--- src/rtl/seq_gen_pkg.sv ---
// Shared types and constants for the serial pattern transmitter.
// Latency: n/a (declarations only).
// Backpressure: n/a.
package seq_gen_pkg;

    // Transmitter FSM state encoding
    typedef enum logic [1:0] {
        S_IDLE  = 2'b00,
        S_SHIFT = 2'b01,
        S_GAP   = 2'b10
    } state_t;

    // Pattern sent when use_default is set
    localparam logic [3:0] DEFAULT_PATTERN = 4'b1010;

    // Width of a down-counter that must hold the value gap; at least one bit
    // so the counter exists even when back-to-back repetitions are configured.
    function automatic int gap_cnt_w(input int gap);
        return (gap < 1) ? 1 : $clog2(gap + 1);
    endfunction

endpackage

--- src/rtl/seq_gen_shreg.sv ---
// MSB-first parallel-load shift register with a bit-index counter.
// Latency: load/shift take effect on the next clock edge.
// Backpressure: none; the controller decides every cycle whether to load or shift.
module seq_gen_shreg
    import seq_gen_pkg::*;
#(
    parameter int W = 4
) (
    input  logic         clk,
    input  logic         reset_n,
    input  logic         load,
    input  logic         shift,
    input  logic [W-1:0] data,
    output logic         cur_bit,
    output logic         nxt_bit,
    output logic         cur_last,
    output logic         nxt_last
);

    localparam int IDX_W = $clog2(W);

    logic [W-1:0]     sr;
    logic [IDX_W-1:0] idx;

    // Load restarts the word at bit W-1; shift moves the next bit into the MSB
    always_ff @(posedge clk or negedge reset_n) begin
        if (!reset_n) begin
            sr  <= '0;
            idx <= '0;
        end else if (load) begin
            sr  <= data;
            idx <= IDX_W'(W - 1);
        end else if (shift) begin
            sr  <= {sr[W-2:0], 1'b0};
            idx <= idx - IDX_W'(1);
        end
    end

    // The controller registers its outputs, so it needs both the bit on the
    // line now and the one that a shift would bring up next.
    assign cur_bit  = sr[W-1];
    assign nxt_bit  = sr[W-2];
    assign cur_last = (idx == '0);
    assign nxt_last = (idx == IDX_W'(1));

endmodule

--- src/rtl/seq_gen_1010.sv ---
// Serial pattern transmitter: sends a W-bit pattern MSB-first, repeated, with optional idle gaps.
// Latency: first bit appears the cycle after an accepted start; done pulses the cycle after the final bit.
// Backpressure: none; start is only honoured in IDLE and abort cancels a run on the next edge.
module seq_gen_1010
    import seq_gen_pkg::*;
#(
    parameter int             W       = 4,
    parameter logic [W-1:0]   PATTERN = W'(DEFAULT_PATTERN),
    parameter int             CNT_W   = 8,
    parameter int             GAP     = 1
) (
    input  logic             clk,
    input  logic             reset_n,
    input  logic             start,
    input  logic             abort,
    input  logic             use_default,
    input  logic [W-1:0]     pattern_in,
    input  logic [CNT_W-1:0] repeat_n,
    output logic             ser_out,
    output logic             ser_valid,
    output logic             frame_last,
    output logic             busy,
    output logic             done
);

    localparam int GC_W = gap_cnt_w(GAP);

    state_t           state;
    logic [W-1:0]     pat_q;
    logic [CNT_W-1:0] rem;
    logic [GC_W-1:0]  gap_cnt;

    logic             accept;
    logic             more_reps;
    logic             sr_load;
    logic             sr_shift;
    logic [W-1:0]     sr_data;
    logic             sr_cur_bit;
    logic             sr_nxt_bit;
    logic             sr_cur_last;
    logic             sr_nxt_last;

    assign accept    = (state == S_IDLE) && start && !abort;
    assign more_reps = (rem > CNT_W'(1));

    // Shift-register control: load on accept and at each repetition boundary
    // (so the word is ready whether or not a gap follows), shift otherwise.
    always_comb begin
        sr_load  = 1'b0;
        sr_shift = 1'b0;
        sr_data  = pat_q;
        case (state)
            S_IDLE: begin
                if (accept) begin
                    sr_load = 1'b1;
                    sr_data = use_default ? PATTERN : pattern_in;
                end
            end
            S_SHIFT: begin
                if (!abort) begin
                    if (sr_cur_last) begin
                        sr_load = more_reps;
                    end else begin
                        sr_shift = 1'b1;
                    end
                end
            end
            default: begin
            end
        endcase
    end

    seq_gen_shreg #(
        .W (W)
    ) u_shreg (
        .clk      (clk),
        .reset_n  (reset_n),
        .load     (sr_load),
        .shift    (sr_shift),
        .data     (sr_data),
        .cur_bit  (sr_cur_bit),
        .nxt_bit  (sr_nxt_bit),
        .cur_last (sr_cur_last),
        .nxt_last (sr_nxt_last)
    );

    // FSM with repetition/gap counters; every output is set here for the coming cycle
    always_ff @(posedge clk or negedge reset_n) begin
        if (!reset_n) begin
            state      <= S_IDLE;
            pat_q      <= '0;
            rem        <= '0;
            gap_cnt    <= '0;
            ser_out    <= 1'b0;
            ser_valid  <= 1'b0;
            frame_last <= 1'b0;
            busy       <= 1'b0;
            done       <= 1'b0;
        end else begin
            done <= 1'b0;
            case (state)
                S_IDLE: begin
                    if (accept) begin
                        state      <= S_SHIFT;
                        pat_q      <= sr_data;
                        rem        <= (repeat_n == '0) ? CNT_W'(1) : repeat_n;
                        ser_out    <= sr_data[W-1];
                        ser_valid  <= 1'b1;
                        frame_last <= 1'b0;
                        busy       <= 1'b1;
                    end
                end
                S_SHIFT: begin
                    if (abort) begin
                        state      <= S_IDLE;
                        ser_out    <= 1'b0;
                        ser_valid  <= 1'b0;
                        frame_last <= 1'b0;
                        busy       <= 1'b0;
                    end else if (sr_cur_last) begin
                        if (more_reps) begin
                            rem        <= rem - CNT_W'(1);
                            frame_last <= 1'b0;
                            if (GAP > 0) begin
                                state     <= S_GAP;
                                gap_cnt   <= GC_W'(GAP);
                                ser_out   <= 1'b0;
                                ser_valid <= 1'b0;
                            end else begin
                                ser_out <= pat_q[W-1];
                            end
                        end else begin
                            state      <= S_IDLE;
                            ser_out    <= 1'b0;
                            ser_valid  <= 1'b0;
                            frame_last <= 1'b0;
                            busy       <= 1'b0;
                            done       <= 1'b1;
                        end
                    end else begin
                        ser_out    <= sr_nxt_bit;
                        frame_last <= sr_nxt_last;
                    end
                end
                S_GAP: begin
                    if (abort) begin
                        state      <= S_IDLE;
                        ser_out    <= 1'b0;
                        ser_valid  <= 1'b0;
                        frame_last <= 1'b0;
                        busy       <= 1'b0;
                    end else if (gap_cnt == GC_W'(1)) begin
                        // Word was reloaded on entry, so its MSB is already in place
                        state     <= S_SHIFT;
                        ser_out   <= sr_cur_bit;
                        ser_valid <= 1'b1;
                    end else begin
                        gap_cnt <= gap_cnt - GC_W'(1);
                    end
                end
                default: begin
                    state <= S_IDLE;
                end
            endcase
        end
    end

endmodule

--- config.mk ---
export PLATFORM = sky130hd
export DESIGN_NAME = seq_gen_1010
export DESIGN_NICKNAME = d
export VERILOG_FILES = /design/src/rtl/seq_gen_pkg.sv /design/src/rtl/seq_gen_shreg.sv /design/src/rtl/seq_gen_1010.sv
export SDC_FILE = /design/constraint.sdc
export NUM_CORES = 1
export LEC_CHECK = 0
export CORE_ASPECT_RATIO = 1.1
export CORE_MARGIN = 5
export CORE_UTILIZATION = 49
export CTS_CLUSTER_SIZE = 28
export DETAILED_ROUTE_END_ITERATION = 10
export GPL_TIMING_DRIVEN = 0
export PLACE_DENSITY = 0.76
export SETUP_SLACK_MARGIN = 0.1
export SLEW_MARGIN = 40
export SYNTH_ARGS = -nofsm -noshare
export SYNTH_HDL_FRONTEND = slang
export SYNTH_SLANG_ARGS = --single-unit
export TNS_END_PERCENT = 20
--- constraint.sdc ---
create_clock -name clk -period 1.8 [get_ports clk]
set_input_delay 0.45 -clock clk [delete_from_list [all_inputs] [get_ports clk]]
set_output_delay 0.45 -clock clk [all_outputs]
set_load 0.01 [all_outputs]
==> reports/summary.log <==
qor: status.run_status finished, violations left
qor: status.violations_in_the_final_reports setup timing
qor: synth.syn_area_per_cell 9.68 um2
qor: floorplanning.start_util 51.6%
qor: layout.postLayoutCellArea 2170 um2
qor: route.via_count 1,444
qor: synth.sequential_element_share_of_the_synthesized_area 41.0%
qor: global_route.use_met1 25.2%
qor: route.initialDrtViolationCount 110
qor: synth.synth_enable_flop_cells 0
qor: sta.fin_hold_ws 106 ps
qor: placement.postPlaceCellArea 1850 um2
qor: synth.ys_top_cells_by_area sky130_fd_sc_hd__dfrtp_1 (41%), sky130_fd_sc_hd__ha_1 (6.3%), sky130_fd_sc_hd__mux2_2 (4.3%), sky130_fd_sc_hd__nand2_1 (4.0%), sky130_fd_sc_hd__mux2i_1 (3.8%)
qor: clock_network.cts-buffers-inserted 3
qor: power_and_ir_drop.power_density 1640 nW/um2
qor: clock_network.cts-root-buf sky130_fd_sc_hd__clkbuf_4
qor: sta.grt_setup_unrepaired true
qor: critical_path.critical_path_capture_point rem[7]
qor: synth.ys_async_sr_fraction 100%
qor: clock_network.ctsHoldBuffers 0
qor: global_route.met2_usage 31.9%
qor: synth.synthesis.nets 189
qor: route.drt_first_pass_iters 4
qor: sta.final-setup-viol-count 1
qor: global_route.first_pass_grt_wire_length 7.06 mm
qor: job.maxCapViolCount 0
qor: critical_path.regToRegEndpoint rem[7]
qor: floorplanning.fp-row-count 21
qor: synth.synth_cells 164
qor: critical_path.critical_path_arrival 2030 ps
qor: clock_network.tritoncts done
qor: floorplanning.die_width 64.3 um
qor: synth.synth.yosys.warnings 0
qor: global_route.global_route.usage.met3 3.40%
qor: route.drt_drc_violations_left 0
qor: sta.max_transition_viols_final 0
qor: sta.finalCritPeriodShare 101%
qor: power_and_ir_drop.worst_ir_drop_vdd 1130 uV
qor: critical_path.timing.critical_path.from state[1]
qor: critical_path.regToRegSetupSlack -10 ps
qor: clock_network.number_of_clock_sinks 26
qor: sta.max_freq 552 MHz
qor: sta.finalClockSkew 8.53 ps
qor: critical_path.crit_path_end_kind flop
qor: sta.final_critical_path_setup_slack -11.0 ps
qor: global_route.globalRoute.totalOverflow 0
qor: critical_path.startpoint_type flop
qor: global_route.grt_antenna_before_repair 0
qor: floorplanning.design.portCount 22
qor: layout.area_growth 36.6%
qor: sta.final_period_minus_worst_setup_slack 1810 ps
qor: sta.worst_slew_pin_slew 582 ps
qor: critical_path.reg2reg_start state[1]
qor: sta.hold_viol_final 0
qor: clock_network.max-clock-path-buffers 2
qor: global_route.grt.busiest_layer met2
qor: clock_network.cts-htree-levels 1
qor: synth.ys_ff_latch 26
qor: synth.synth.distinct_cells 51
qor: global_route.global_route.usage.total 19.0%
qor: floorplanning.die_ar 4480 um2
qor: power_and_ir_drop.power_leakage 1.00 nW
qor: route.ant_nets 0
qor: layout.diode_insertion_count_for_antenna_repair 0
qor: critical_path.critical_path.max_fanout 6
qor: floorplanning.core-area 3070 um2
qor: route.detail_route.wl_per_cell 18.5 um
qor: clock_network.clk-insertion-delay-late 320 ps
qor: synth.synth.top_cell.area_share 41.0%
qor: critical_path.r2r_cells 7
qor: sta.slew_headroom 61.2%
qor: placement.routabilityCongestion 0.875
qor: layout.drive_gt1_share 28.6%
qor: placement.port_buffers 21
qor: route.detail_route.wirelength 4.44 mm
qor: synth.dominantRegCellSynth sky130_fd_sc_hd__dfrtp_1
qor: floorplanning.die_y 69.7 um
qor: global_route.grt_pass1_vias 1,448
qor: placement.dp_hpwl 2.87 mm
qor: layout.final_net_count 232
qor: route.post_drt_via_cell_ratio 6.02
qor: global_route.grt_start_max_net_pins 27
qor: critical_path.critical_path_class reg2reg
qor: synth.synth.cell_area 1590 um2
qor: hold_path.min_path_type in2async
qor: critical_path.worstPathRequired 2020 ps
qor: power_and_ir_drop.fin_total_pwr 0.00355 W
qor: synth.synth.largest_area_cell sky130_fd_sc_hd__dfrtp_1
qor: clock_network.cts.reportedPaths.clkPinSlew 140 ps
[layer usage]
metal,vias to the layer above,share of wire (%)
met1,699,41
met4,0,2.7
met2,56,52
li1,673,-
met5,-,0
met3,16,4.4
[placed cells by master (no fill, tap or decap), drive strengths merged, types with 3 or more instances in the layout]
cell,count
o21ai,7
clkbuf,5
dfrtp,26
a21oi,4
nand2b,4
buf,23
dlymetal6s2s,5
nor3b,3
inv,11
and3,4
mux2,6
nor3,3
nor4,3
nor2b,4
nand4,3
ha,8
a31oi,4
mux2i,6
clkdlybuf4s50,15
nor2,15
nand2,17
[flip-flops by register name, indices dropped and copies added (netlist names)]
name         cells
busy             1
done             1
frame_last       1
gap_cnt          1
pat_q            4
rem              8
ser_out          1
ser_valid        1
state            2
u_shreg.idx      2
u_shreg.sr       4
[final cells by class]
type / instances / area, um2
Multi-Input combinational cell: 121 / 992
Fill cell: 239 / 906
Sequential cell: 26 / 653
Timing Repair Buffer: 39 / 354
Buffer: 5 / 46.3
Inverter: 11 / 43.8
Tap cell: 34 / 42.5
Clock buffer: 4 / 36.3
[synth_stat cells, drive strengths merged, types with 2 or more instances]
master    n
nor3      3
a41oi     2
o21bai    2
a21oi     4
o21ai     7
nand3b    2
mux2i     6
nor4      3
nor3b     3
nor2     15
a2bb2oi   2
dfrtp    26
nand2b    4
o22ai     2
or4       2
clkbuf    3
and3      4
nand2    17
mux2      6
o32a      2
ha        8
buf       3
nand4     3
a31oi     4
inv      11
nor2b     4
[cells by family (layout without fill, tap and decap cells)]
kind of cell               Yosys count  in the layout  share of synthesized area, %
muxes                               12             12                          8.04
and+or+nand+nor                     66             66                          23.8
DFF                                 26             26                          41.0
adders and majority gates            8              8                          6.30
buffers and inverters               17             59                          4.73
AOI/OAI and AO/OA                   34             34                          15.6
xor gates and xnor gates             1              1                         0.552
[how the worst min path moves through the flow]
| stage | start | endpoint | slack, ps | depth (start not counted) |
|---|---|---|---|---|
| 3_5_place_dp | gap_cnt | gap_cnt | 470 | 1 |
| 5_1_grt | reset_n | rem[4] | 150 | 1 |
| 6_report | reset_n | rem[4] | 110 | 1 |
| 4_1_cts | reset_n | rem[4] | 130 | 1 |
| 2_1_floorplan | reset_n | busy | 150 | 0 |
| 3_3_place_gp | gap_cnt | gap_cnt | 470 | 1 |
[per-stage QoR]
| stage | worst slack (ps) | utilization [%] | setup TNS, ps | instances |
|---|---|---|---|---|
| floorplan | 77.7 | - | 0 | 164 |
| global placement | -438 | 60.3 | -7430 | 219 |
| detailed placement | -472 | 60.2 | -5230 | 219 |
| CTS | 12.7 | 68.7 | 0 | 237 |
| global route | -60.9 | 70.5 | -247 | 240 |
| finish | -11.0 | 70.5 | -11.0 | 240 |
[critical path: stages (launching register included)]
cell and delay (ps):
sky130_fd_sc_hd__dfrtp_1 430, sky130_fd_sc_hd__inv_2 110, sky130_fd_sc_hd__ha_4 170, sky130_fd_sc_hd__buf_8 110
sky130_fd_sc_hd__nand3b_1 160, sky130_fd_sc_hd__a31oi_4 280, sky130_fd_sc_hd__nand4_1 160, sky130_fd_sc_hd__a32o_1 290
[where the power goes]
part           total, W  switching (W)  internal (W)
Combinational   0.00219        0.00107       0.00111
Clock          0.000297       0.000173      0.000124
Sequential      0.00106       0.000210      0.000854
[what timing repair did]
item | in CTS | in global routing
gates cloned | 1 | 0
pin swaps | 4 | 9
resized for setup | 28 | 15
setup endpoints to repair | 20 | 21
buffers inserted | 13 | 4
Note: power is estimated with default switching activity, not from simulation.
